File: src/rtl/stopwatch_ctrl.sv
// stopwatch_ctrl: button conditioning, run/stop/lap FSM and centisecond tick for the stopwatch chain.
// Define STOPWATCH_CTRL_LAP_EN to enable the lap button and LAP state.
module stopwatch_ctrl #(
    parameter int DIV       = 500000,
    parameter int DB_CYCLES = 250000
) (
    input  logic       clk,
    input  logic       rst_n,
    input  logic       btn_start,
    input  logic       btn_lap,
    input  logic       btn_reset,
    output logic       tick,
    output logic       clr,
    output logic       pause,
    output logic       hold,
    output logic [1:0] state
);
    localparam int PW = $clog2(DIV);
    localparam int CW = $clog2(DB_CYCLES + 1);
`ifdef STOPWATCH_CTRL_LAP_EN
    localparam int NB = 3;
`else
    localparam int NB = 2;
`endif
    typedef enum logic [1:0] {IDLE = 2'd0, RUN = 2'd1, STOP = 2'd2, LAP = 2'd3} state_t;

    logic [NB-1:0] btn_raw, sync1_q, sync2_q, db_q, db_d, db_prev_q, press;
    logic [CW-1:0] cnt_q [NB];
    logic [CW-1:0] cnt_d [NB];
    logic [PW-1:0] pre_q, pre_d;
    state_t        state_q, state_d;
    logic          clr_q, pause_q, hold_q, tick_q, running, running_nx, lap_p;

    // Button bit order: 0 = start, 1 = reset, 2 = lap (when present)
`ifdef STOPWATCH_CTRL_LAP_EN
    assign btn_raw = {btn_lap, btn_reset, btn_start};
    assign lap_p   = press[2];
`else
    logic unused_lap;
    assign btn_raw    = {btn_reset, btn_start};
    assign lap_p      = 1'b0;
    assign unused_lap = btn_lap;
`endif

    assign press = db_q & ~db_prev_q;

    always_comb begin
        for (int i = 0; i < NB; i++) begin
            db_d[i]  = db_q[i];
            cnt_d[i] = '0;
            if (sync2_q[i] != db_q[i]) begin
                if (cnt_q[i] == CW'(DB_CYCLES - 1)) db_d[i] = sync2_q[i];
                else cnt_d[i] = cnt_q[i] + CW'(1);
            end
        end
    end

    // One winning press per cycle; a winner that is ignored in the current state still masks the others
    always_comb begin
        state_d = state_q;
        if (press[1])
            state_d = (state_q == STOP) ? IDLE : state_q;
        else if (press[0])
            state_d = (state_q == RUN || state_q == LAP) ? STOP : RUN;
        else if (lap_p)
            state_d = (state_q == RUN) ? LAP : (state_q == LAP) ? RUN : state_q;
        running    = (state_q == RUN) || (state_q == LAP);
        running_nx = (state_d == RUN) || (state_d == LAP);
        // Prescaler freezes on the edges entering and leaving a running state, so STOP keeps the partial count
        pre_d = (state_d == IDLE) ? '0 :
                (running && running_nx) ? ((pre_q == PW'(DIV - 1)) ? '0 : pre_q + PW'(1)) : pre_q;
    end

    always_ff @(posedge clk) begin
        if (!rst_n) begin
            sync1_q   <= '0;
            sync2_q   <= '0;
            db_q      <= '0;
            db_prev_q <= '0;
            cnt_q     <= '{default: '0};
            pre_q     <= '0;
            state_q   <= IDLE;
            clr_q     <= 1'b1;
            pause_q   <= 1'b1;
            hold_q    <= 1'b0;
            tick_q    <= 1'b0;
        end else begin
            sync1_q   <= btn_raw;
            sync2_q   <= sync1_q;
            db_q      <= db_d;
            db_prev_q <= db_q;
            cnt_q     <= cnt_d;
            pre_q     <= pre_d;
            state_q   <= state_d;
            clr_q     <= state_d == IDLE;
            pause_q   <= (state_d == IDLE) || (state_d == STOP);
            hold_q    <= state_d == LAP;
            tick_q    <= running_nx && (pre_d == PW'(DIV - 1));
        end
    end

    assign tick  = tick_q;
    assign clr   = clr_q;
    assign pause = pause_q;
    assign hold  = hold_q;
    assign state = state_q;
endmodule
File: config.mk
export PLATFORM = sky130hd
export DESIGN_NAME = stopwatch_ctrl
export DESIGN_NICKNAME = d
export VERILOG_FILES = /design/src/rtl/stopwatch_ctrl.sv
export SDC_FILE = /design/constraint.sdc
export NUM_CORES = 1
export LEC_CHECK = 0
export CAP_MARGIN = 20
export CORE_ASPECT_RATIO = 1.2
export CORE_MARGIN = 2
export CORE_UTILIZATION = 58
export DETAILED_ROUTE_END_ITERATION = 8
export PLACE_DENSITY_LB_ADDON = 0.25
export SLEW_MARGIN = 20
export SYNTH_ARGS = -nofsm -noshare
export SYNTH_HDL_FRONTEND = slang
export SYNTH_SLANG_ARGS = --single-unit
File: constraint.sdc
create_clock -name clk -period 3.73 [get_ports clk]
set_input_delay 0.5595 -clock clk [delete_from_list [all_inputs] [get_ports clk]]
set_output_delay 0.5595 -clock clk [all_outputs]
set_load 0.02 [all_outputs]
After elaboration in Yosys (flattened, before gate mapping)
Cells that the tools add are included.
{ "op_classes": {"add_sub_neg": 3, "eq_ne": 12, "muxes": 7, "n_bitwise": 5, "reduce_logical": 10} }
{ "op_table": {"columns": ["cell", "n"], "rows": [
  ["19-bit 2-to-1 mux", 3],
  ["19-bit equality test (second input constant)", 2],
  ["18-bit by 1-bit adder with 18-bit output (second input constant)", 2],
  ["18-bit equality test (second input constant)", 2],
  ["19-bit by 1-bit adder with 19-bit output (second input constant)", 1],
  ["2-bit equality test (second input constant)", 4],
  ["2-bit 2-to-1 mux", 4],
  ["3-bit OR reduction", 2],
  ["2-bit by 1-bit equality test with 1-bit output (second input constant)", 2],
  ["2-bit AND reduction", 2],
  ["1-bit logical OR", 3],
  ["1-bit NOT", 3],
  ["2-bit bitwise AND", 1],
  ["1-bit logical AND", 2],
  ["2-bit zero test", 1],
  ["1-bit inequality test", 2],
  ["2-bit NOT", 1]
]} }
{ "word_totals": {"reg_bits": 69, "in_bits": 5, "wordCells": 50} }

Depth between registers and ports, before layout
{ "depth": {"depth_word": 12, "mapped_depth": 8, "mapped_depth_nobuf": 7} }

Worst setup path before layout
Ideal clock, no wire load.
{ "synth_timing": {"path_type": "reg2reg", "startpoint": "reg pre_q[0]", "endpoint": "reg tick_q, in the netlist tick", "setup_time_ps": 103, "arrival_time_ps": 2056, "slack_ps": 1571, "stages_incl_launch_ff": 8, "n_path_buf": 0, "synth_period_minus_slack_ps": 2159, "cell_sequence": "dfxtp_1 ha_1 nand3_2 a2111oi_4 nand2_2 xor2_1 a2111o_1 a2111oi_2"} }
{ "synth_between": {"elab_chain_len": 6, "elab_cells_between_ends": 7} }
{ "synth_rtl": {"columns": ["item", "line_no", "source"], "rows": [
  ["from (decl)", "30", "logic [PW-1:0] pre_q, pre_d;"],
  ["from (signal assigned)", "93", "pre_q <= pre_d;"],
  ["19-bit by 1-bit adder with 19-bit output / 19-bit equality test (equally long branches)", "71", "(running && running_nx) ? ((pre_q == PW'(DIV - 1)) ? '0 : pre_q + PW'(1)) : pre_q;"],
  ["19-bit 2-to-1 mux", "71", null],
  ["19-bit 2-to-1 mux *", "71", null],
  ["19-bit 2-to-1 mux *", "70", "pre_d = (state_d == IDLE) ? '0 :"],
  ["19-bit equality test *", "98", "tick_q <= running_nx && (pre_d == PW'(DIV - 1));"],
  ["1-bit logical AND *", "98", null],
  ["to (signal assigned)", "98", null],
  ["to (decl)", "32", "logic clr_q, pause_q, hold_q, tick_q, running, running_nx, lap_p;"]
]} }
Mark *: on every way between the ends. The rest lies on a longest branch, timed or not.
A chain may end at the register's enable or synchronous reset.

Worst setup path in the final report
Ends and elaborated chain as after synthesis.

==> qor.yml <==
cts:
  cts-root-buf: "clkbuf_8"
  htree_num_levels: 3
  numCtsBuffers: 9
  clock-sinks: 69
  cts_hold_buffers: 0
  clockBufferDepth: 2
  ctsResizeCount: 0
  post-cts-setup-buffers: 0
  cts_tree: "built"
  path_clk_slew_ns: 0.07
  worstSkewPairLatency_ns: 0.34
logic_synthesis:
  synth_area_leaders: "dfxtp_1, xor2_1, nor2_1, xnor2_1, nand3_1"
  synth_top_family_by_area: "simple AND/OR/NAND/NOR gates"
  netlist_area_um2: 3150
  synth_top_area_frac: 0.439
  synth_cell_types: 46
  synth.ff_latch_count: 69
  yosys.area_share.adder: 0.0119
  syn_nets: 363
  synth.most_common_cell: "nor2_1"
  yosys.area.top_type: "dfxtp_1"
  synth_edf_count: 0
  ys_warn_count: 0
  syn_area_per_cell_um2: 8.86
  ys_seq_area_frac: 0.439
  synth-simple-area-share: 0.310
  synthArstFlopShare: 0
  netlist_instances: 355
  synth_compound_area_frac: 0.0600
  synth_common_cells: "nor2_1, dfxtp_1, xor2_1"
  synth_flop_cell: "dfxtp_1"
  synth.area.mux_share: 0.0127
  synthXorXnorAreaFrac: 0.148
pwr:
  power_leakage_nw: 1.15
  clkPwrFrac: 0.439
  p_per_area_nw_per_um2: 386
  p_int_mw: 1.06
  p_sw_uw: 277
  swShare: 0.207
  irDropWorstVdd_uv: 305
  p_seq_frac: 0.553
  pwr-share-comb: 0.008
run_status:
  status: "finished clean"
global_routing:
  track_usage: 0.202
  antenna_found_initial: 0
  grt_pass1_vias: 2280
  overflow: 0
  grt_pass1_wl_um: 9820
  grt_max_degree: 19
finish:
  area_growth_syn_to_layout_pct: 10.3
  stdcell_count: 432
  n_antenna_cell: 0
  drive_gt1_frac: 0.0784
  nets: 375
floorplan:
  dieWidth_um: 71.2
  initial_utilization: 0.598
  io_pins: 11
  rows: 29
  fp.dieH_um: 84.7
  fp.dieArea_um2: 6030
  core_um2: 5260
critical_path:
  crit_fanout: 9
  crit_family: "compound AO/OA/AOI/OAI gates"
  setup.worst_path.class: "flip-flop to flip-flop"
  rr_worst_depth: 7
  path_cells: "ha_1 > nand3_2 > a2111oi_4 > nand2_2 > xor2_1 > a2111o_1 > a2111oi_2"
  rr_endpoint: "tick"
  cpPeakStageDelay_ns: 0.63
  critPathSlowestCell: "a2111oi_4"
  critPathLaunchType: "flip-flop"
  regToRegSetupSlack_ns: 1.22
  arrival_ns: 2.74
  crit_required_ns: 3.96
  worstReg2RegStart: "pre_q[0]"
  cp_num_buf_inv: 0
  cp-end-kind: "flip-flop"
sta:
  relSlewSlack: 0.546
  worst_pin_slew_ns: 0.678
  clock.fmax_mhz: 399
  final_hold_viol_count: 0
  skew_ns: 0.0100
  slew_violations: 0
  setup_viol: 0
  rsz0062_at_grt: "false"
  period_minus_slack_ns: 2.51
  period_share: 0.672
  finalSetupTns_ns: 0
placement:
  gp_congestion: 0.866
  portBuffers: 9
  place_inst: 418
  place_hpwl_um: 3910
drt:
  first_pass_iters: 4
  vias_per_cell: 5.57
  wl_per_cell_um: 13.0
  first_iter_violations: 171
  drc: 0
  wl_um: 5610
  vias: 2405
  drtAntennaViolNets: 0
worst_hold_path:
  min_from: "sync1_q[0]"
  min_path_type: "flip-flop to flip-flop"
  holdPathStages: 1
  holdPathEnd: "sync2_q[0]"
job:
  maxCapViolCount: 0
-- layout by cell type, fill, tap and decap left out, types with 7 or more instances in the layout --
cell             Yosys  layout
clkbuf_8             0      10
nor2_1              71      71
xnor2_1             20      20
and2_1               8       8
xor2_1              33      33
clkdlybuf4s50_1      0       9
nand2_1             27      27
and3_1               9       9
inv_1                7       7
dfxtp_1             69      69
nand4_1             14      14
nand3_1             21      21
-- area by class of cell --
| class | count | area (µm²) |
|---|---|---|
| multi-input cells | 271 | 1710 |
| well taps | 62 | 77.6 |
| clock buffers | 10 | 138 |
| fillers | 429 | 1790 |
| inverters | 7 | 26.3 |
| clock inverters | 4 | 50.0 |
| flip-flops and latches | 69 | 1380 |
| repair buffers | 9 | 90.1 |
-- cell families after synthesis --
kind of cell               count (synthesis)
buffers and inverters                     15
and+or+nand+nor                          189
muxes                                      4
AOI/OAI and AO/OA                         22
adders and majority gates                  3
xor gates and xnor gates                  53
DFF                                       69
-- routing by layer --
| layer | up-vias | track usage | routed length (µm) |
|---|---|---|---|
| li1 | 1228 | - | - |
| met1 | 1135 | 0.245 | 2610 |
| met2 | 35 | 0.338 | 2770 |
| met3 | 7 | 0.0360 | 123 |
| met4 | 0 | 0.105 | 96 |
| met5 | - | 0 | 0 |
-- flip-flops by register name, summed over array words and instances (netlist names), 2 cells and up --
name,count
db_prev_q,2
sync2_q,2
cnt_q,36
state,2
sync1_q,2
db_q,2
pre_q,19
-- worst register-to-register path, delay by kind of cell, from the launching register on --
kind                       cells  cell delay [ns]
AOI/OAI and AO/OA              3             1.35
DFF                            1             0.40
and+or+nand+nor                2             0.25
adders and majority gates      1             0.22
xor gates and xnor gates       1             0.18
-- power by group through the flow --
stage	clock network, mW	logic, mW	registers (mW)
after global routing	0.623	0.0130	0.740
after CTS	0.601	0.0114	0.740
after floorplan	0	0.00721	0.757
final	0.588	0.0111	0.740
after global placement	0	0.0112	0.757
after detailed placement	0	0.0114	0.757
-- through the flow --
stage           util  hold slack, ns  total power [mW]  instance area [µm²]  setup slack [ns]
2_1_floorplan      -           0.412             0.764                 3150              1.57
3_3_place_gp   0.624           0.419             0.768                 3280              1.29
3_5_place_dp   0.624           0.420             0.769                 3280              1.27
4_1_cts        0.659           0.437              1.35                 3470              1.24
5_1_grt        0.659           0.466              1.38                 3470              1.08
6_report       0.659           0.438              1.34                 3470              1.22
-- how the worst max path moves through the flow --
stage,startpoint,endpoint,slack (ns),depth (start not counted)
after floorplan,pre_q[0],tick,1.57,7
after global placement,pre_q[0],tick,1.29,7
after detailed placement,pre_q[0],tick,1.27,7
after CTS,pre_q[0],tick,1.24,7
after global routing,pre_q[0],tick,1.08,7
final,pre_q[0],tick,1.22,7
(Power assumes the default switching activity.)
==> patch 1 (same flow settings) <==
The option `STOPWATCH_CTRL_LAP_EN` is turned on by a define.
--- a/src/rtl/stopwatch_ctrl.sv
+++ b/src/rtl/stopwatch_ctrl.sv
@@ -1,5 +1,7 @@
 // stopwatch_ctrl: button conditioning, run/stop/lap FSM and centisecond tick for the stopwatch chain.
 // Define STOPWATCH_CTRL_LAP_EN to enable the lap button and LAP state.
+`define STOPWATCH_CTRL_LAP_EN
+
 module stopwatch_ctrl #(
     parameter int DIV       = 500000,
     parameter int DB_CYCLES = 250000
Check against the original RTL: same outputs for any inputs over 10 cycles, from zero or initial values and one cycle with rst_n low; that may be too few to reach the edited logic, so the function may still have changed.
==> patch 1 against the unedited design <==
Sequential power is 32% higher. Routed wire length is 41% higher. Cell area is 32% higher. Setup slack worse by 62 ps. Power is 24% higher. Largest power group unchanged. Sequential cell count is 22 higher. Area after synthesis is 35% higher.
==> patch 1: results (changes against the unedited design) <==
Setup path
  – Worst-path fanout max: 14 (+5)
  – Critical Path AT: 2780 ps (+40 ps)
  – Worst r2r src: state[0]

Power and ir drop
  – Power in sequential cells: 976 uW (+32%)
  – P_sw: 354 uW (+28%)
  – VDD IR max: 215 uV (-30%)
  – Leak Pwr: 0.00140 uW (+22%)

Route
  – Routed Wire Length: 7.92 mm (+41%)
  – DRT iter0 DRCs: 168 (-1.8%)
  – Average via count per standard cell: 5.65 (+1.5%)

Place
  – Number of port buffers: 10 (+1)
  – HPWL Detailed: 5.63 mm (+44%)
  – Gp weighted congestion: 0.878 (+1.4%)

STA
  – Worst Tran Pin Value: 720 ps (+41.7 ps)

Final layout
  – Nets: 511 (+36%)
  – Proportion of layout cells with a drive suffix above 1: 5.77% (-2.1 points)
  – Largest registers: cnt_q: 54 flops, pre_q: 19 flops

Yosys
  – Share of the yosys chip area belonging to registers: 42.9% (-0.97 points)
  – List of most frequent post-synthesis cells: 95 x nor2_1, 91 x dfxtp_1, 38 x xnor2_1, 35 x nand3_1, 32 x nand2_1
  – Syn Nets: 502 (+38%)
  – Dominant cells by area after synthesis: dfxtp_1 43%, nor2_1 8.4%, xnor2_1 7.8%
  – Synth unique cells: 49 (+6.5%)

Global routing
  – Vias in the first global route: 3162 (+39%)
  – Global Route Usage Sum: 21.7% (+1.5 points)
  – Global-route wire length before repair: 13.8 mm (+40%)

Clock tree
  – Skew-Pair Late Insertion Delay: 360 ps (+20 ps)

Outcome
  – Status: finished, final reports clean

Worst hold path
  – Hold path startpoint: sync1_q[2]
## patch 1: changes by cell type after synthesis, sizes merged, moves of 7 or more
cell   unedited run  this run
nor2             71        96
dfxtp            69        91
xnor2            20        38
nand3            23        35
nor3              4        14
nor4              3        11
and2              8        15
## patch 1: cell families after synthesis
group / synth area share [%]
AO/OA/AOI/OAI: 6.37
adder cells (fa/ha/maj): 2.36
multiplexers: 0.943
flip-flops: 42.9
XOR/XNOR: 13.4
AND/OR/NAND/NOR: 31.5
buffers and inverters: 2.51
## patch 1: worst max-delay path, cell delays in order, from the launching register on
cell and delay (ps):
dfxtp_1 520, inv_1 140, ha_1 230, and2b_4 280, a2bb2oi_2 270, nand2_1 230
o221ai_2 630, nor2_1 110
## patch 1: area by class of cell
cell class | count | area (um2)
clock buffers | 12 | 145
clock inverters | 4 | 48.8
fillers | 625 | 2600
inverters | 11 | 41.3
multi-input cells | 375 | 2320
flip-flops and latches | 91 | 1820
well taps | 90 | 113
repair buffers | 10 | 100
## patch 1: routing by layer
metal	wire, um	up-vias	track usage (%)
met3	254	22	6.04
met5	0	-	0
met1	3610	1579	26.6
met2	3890	60	35.7
li1	-	1691	-
met4	170	0	8.33
## patch 1: per-stage QoR
stage | power, uW | instances | util, % | setup slack, ps | area [um2]
after global routing | 1720 | 593 | 63.8 | 916 | 4590
after CTS | 1680 | 593 | 63.8 | 1120 | 4590
after global placement | 1020 | 577 | 61.1 | 1220 | 4390
after detailed placement | 1020 | 577 | 61.1 | 1180 | 4390
after floorplan | 1010 | 489 | - | 1420 | 4240
final | 1660 | 593 | 63.8 | 1160 | 4590
## patch 1: final timing paths
check / to / slack (ps)
max: pre_q[18] / 1160
min: sync2_q[2] / 440
max reg2reg: pre_q[18] / 1160
min reg2reg: sync2_q[2] / 440
==> patch 2 (same settings) <==
Made on the original files. Remove the register `tick_q`: a continuous assignment takes its place, so the output `tick` follows one clock earlier.
--- a/src/rtl/stopwatch_ctrl.sv
+++ b/src/rtl/stopwatch_ctrl.sv
@@ -83,7 +83,6 @@
             clr_q     <= 1'b1;
             pause_q   <= 1'b1;
             hold_q    <= 1'b0;
-            tick_q    <= 1'b0;
         end else begin
             sync1_q   <= btn_raw;
             sync2_q   <= sync1_q;
@@ -95,9 +94,10 @@
             clr_q     <= state_d == IDLE;
             pause_q   <= (state_d == IDLE) || (state_d == STOP);
             hold_q    <= state_d == LAP;
-            tick_q    <= running_nx && (pre_d == PW'(DIV - 1));
         end
     end
+
+    assign tick_q = running_nx && (pre_d == PW'(DIV - 1));
 
     assign tick  = tick_q;
     assign clr   = clr_q;
Formal check against the unedited RTL: no difference found for any inputs over 10 cycles, from zero or initial values and one cycle with rst_n low; that may be too few to reach the edited logic, so the function may still have changed.
==> patch 2 against the unedited design <==
Power down 0.74%. Area after synthesis fell by 0.76%. Sequential cell count down 1. Setup slack worse by 980 ps. Cell area fell by 1.2%. Routed wire length fell by 0.91%. Register-to-register slack improved by 460 ps. Die area decreased by 0.72%. Highest routed layer unchanged.
==> patch 2: results (changes against the unedited design) <==
Clock tree
  – Root buf cell: clkbuf_8
  – Total CTS buffers: 9 (unchanged)
  – CTS Buffer Depth: 2 (unchanged)
  – Skew-Pair Late Insertion Delay: 350 ps
  – CTS clock-pin slew for the worst setup and hold paths: 70 ps (about the same)

Setup path
  – Reg-to-reg slack, setup: 1680 ps (+460 ps)
  – Slowest CP cell: clkdlybuf4s50_1
  – Worst-path fanout max: 12 (+3)
  – CP delay by family, top: simple AND/OR/NAND/NOR gates
  – Critical Path AT: 2930 ps (+190 ps)
  – CP peak stage delay: 600 ps (-30 ps)

Route
  – Top Layer Used: met4
  – WL met2: 2.71 mm (-2.3%)
  – DR WL/cell: 13.1 um (+1.2%)
  – Average via count per standard cell: 5.63 (+1.1%)
  – DRT iter0 DRCs: 179 (+4.7%)
  – DR WL met3: 146 um (+19%)
  – Met1 Routed Length: 2.56 mm (-2.0%)
  – Pre-antenna DRT Iters: 4 (unchanged)

Global routing
  – Met3 global-route usage: 4.08% (+0.48 points)
  – Global Route Usage Sum: 20.5% (+0.26 points)
  – GR Layer Usage met2: 33.7% (about the same)
  – Vias in the first global route: 2204 (-3.3%)
  – Initial antenna violation count: 0 (unchanged)
  – Global-route wire length before repair: 9.67 mm (-1.5%)
  – Met1 usage: 24.4% (-0.17 points)
  – Largest net degree at the start of global routing: 19 (unchanged)

Worst hold path
  – HP Class: reg2reg

Final layout
  – Largest registers: cnt_q: 36 flops, pre_q: 19 flops
  – Nets: 364 (-2.9%)
  – Diodes inserted: 0 (unchanged)
  – Proportion of layout cells with a drive suffix above 1: 7.48% (-0.36 points)

STA
  – Max Clk Rate: 287 MHz (-28%)
  – Worst Skew: 7.91 ps (-2.09 ps)
  – Worst Tran Pin Value: 742 ps (+64.0 ps)

Yosys
  – Syn Nets: 355 (-2.2%)
  – Synth unique cells: 51 (+11%)
  – List of most frequent post-synthesis cells: 68 x dfxtp_1, 62 x nor2_1, 30 x xor2_1, 26 x nand2_1, 21 x xnor2_1
  – Dominant cells by area after synthesis: dfxtp_1 44%, xor2_1 8.4%, nor2_1 7.5%
  – Share of the yosys chip area belonging to registers: 43.6% (-0.31 points)
  – Async set-or-reset flop fraction in the synthesized netlist: 0% (unchanged)
  – EDFF count, synth: 0 (unchanged)
  – Most used DFF post-synth: dfxtp_1

Place
  – Area after DPL: 0.00324 mm2 (-1.4%)
  – Pre-CTS setup slack: 648 ps (-623 ps)
  – Number of port buffers: 9 (unchanged)
  – Gp weighted congestion: 0.902 (+4.1%)
  – HPWL Detailed: 3.80 mm (-2.8%)

Outcome
  – Status: finished, final reports clean

Power and ir drop
  – VDD IR max: 199 uV (-35%)
  – Leak Pwr: 0.00110 uW (-4.4%)
[patch 2: cell count changes after synthesis, sizes merged, moves of 4 or more]
cell | before | now
nand3 | 23 | 18
nor2 | 71 | 62
and4 | 4 | 8
buf | 2 | 6
nand3b | 6 | 1
[patch 2: layout make-up]
class,instances,area (um2)
flip-flops and latches,68,1360
repair buffers,9,90.1
well taps,62,77.6
clock inverters,7,67.6
clock buffers,9,124
multi-input cells,262,1680
fillers,445,1800
inverters,6,22.5
[patch 2: per-stage QoR]
stage                     std cells  hold WS (ps)  power, uW
after floorplan                 347           412        752
after global placement          407           418        757
after detailed placement        407           422        758
after CTS                       423           446       1340
after global routing            423           449       1380
final                           423           439       1330
[patch 2: report_power, final]
part,internal [uW],total [uW],leakage (uW),switching (uW)
logic,5.01,11.2,0.000462,6.15
clock network,304,588,0.0000910,284
registers,728,730,0.000549,1.36
[patch 2: worst paths after layout]
check                                 from         end  cells after the start
worst max-delay path              state[0]        tick                      7
worst min-delay path            sync1_q[1]  sync2_q[1]                      1
worst max register to register   cnt_q[18]   cnt_q[34]                      5
worst min register to register  sync1_q[1]  sync2_q[1]                      1
[patch 2: worst reg2reg max path: stages (launching register included)]
cell and delay (ps):
dfxtp_1 330, ha_1 230, and3_1 280, and4_1 250, nand3b_1 590, a21oi_1 300
[patch 2: logic make-up (layout without fill, tap and decap cells)]
group	Yosys count	in the layout	synth area share [%]
AND/OR/NAND/NOR	177	177	30.2
flip-flops	68	68	43.6
XOR/XNOR	51	51	14.3
AO/OA/AOI/OAI	26	26	6.65
buffers and inverters	17	31	2.48
multiplexers	5	5	1.60
adder cells (fa/ha/maj)	3	3	1.20
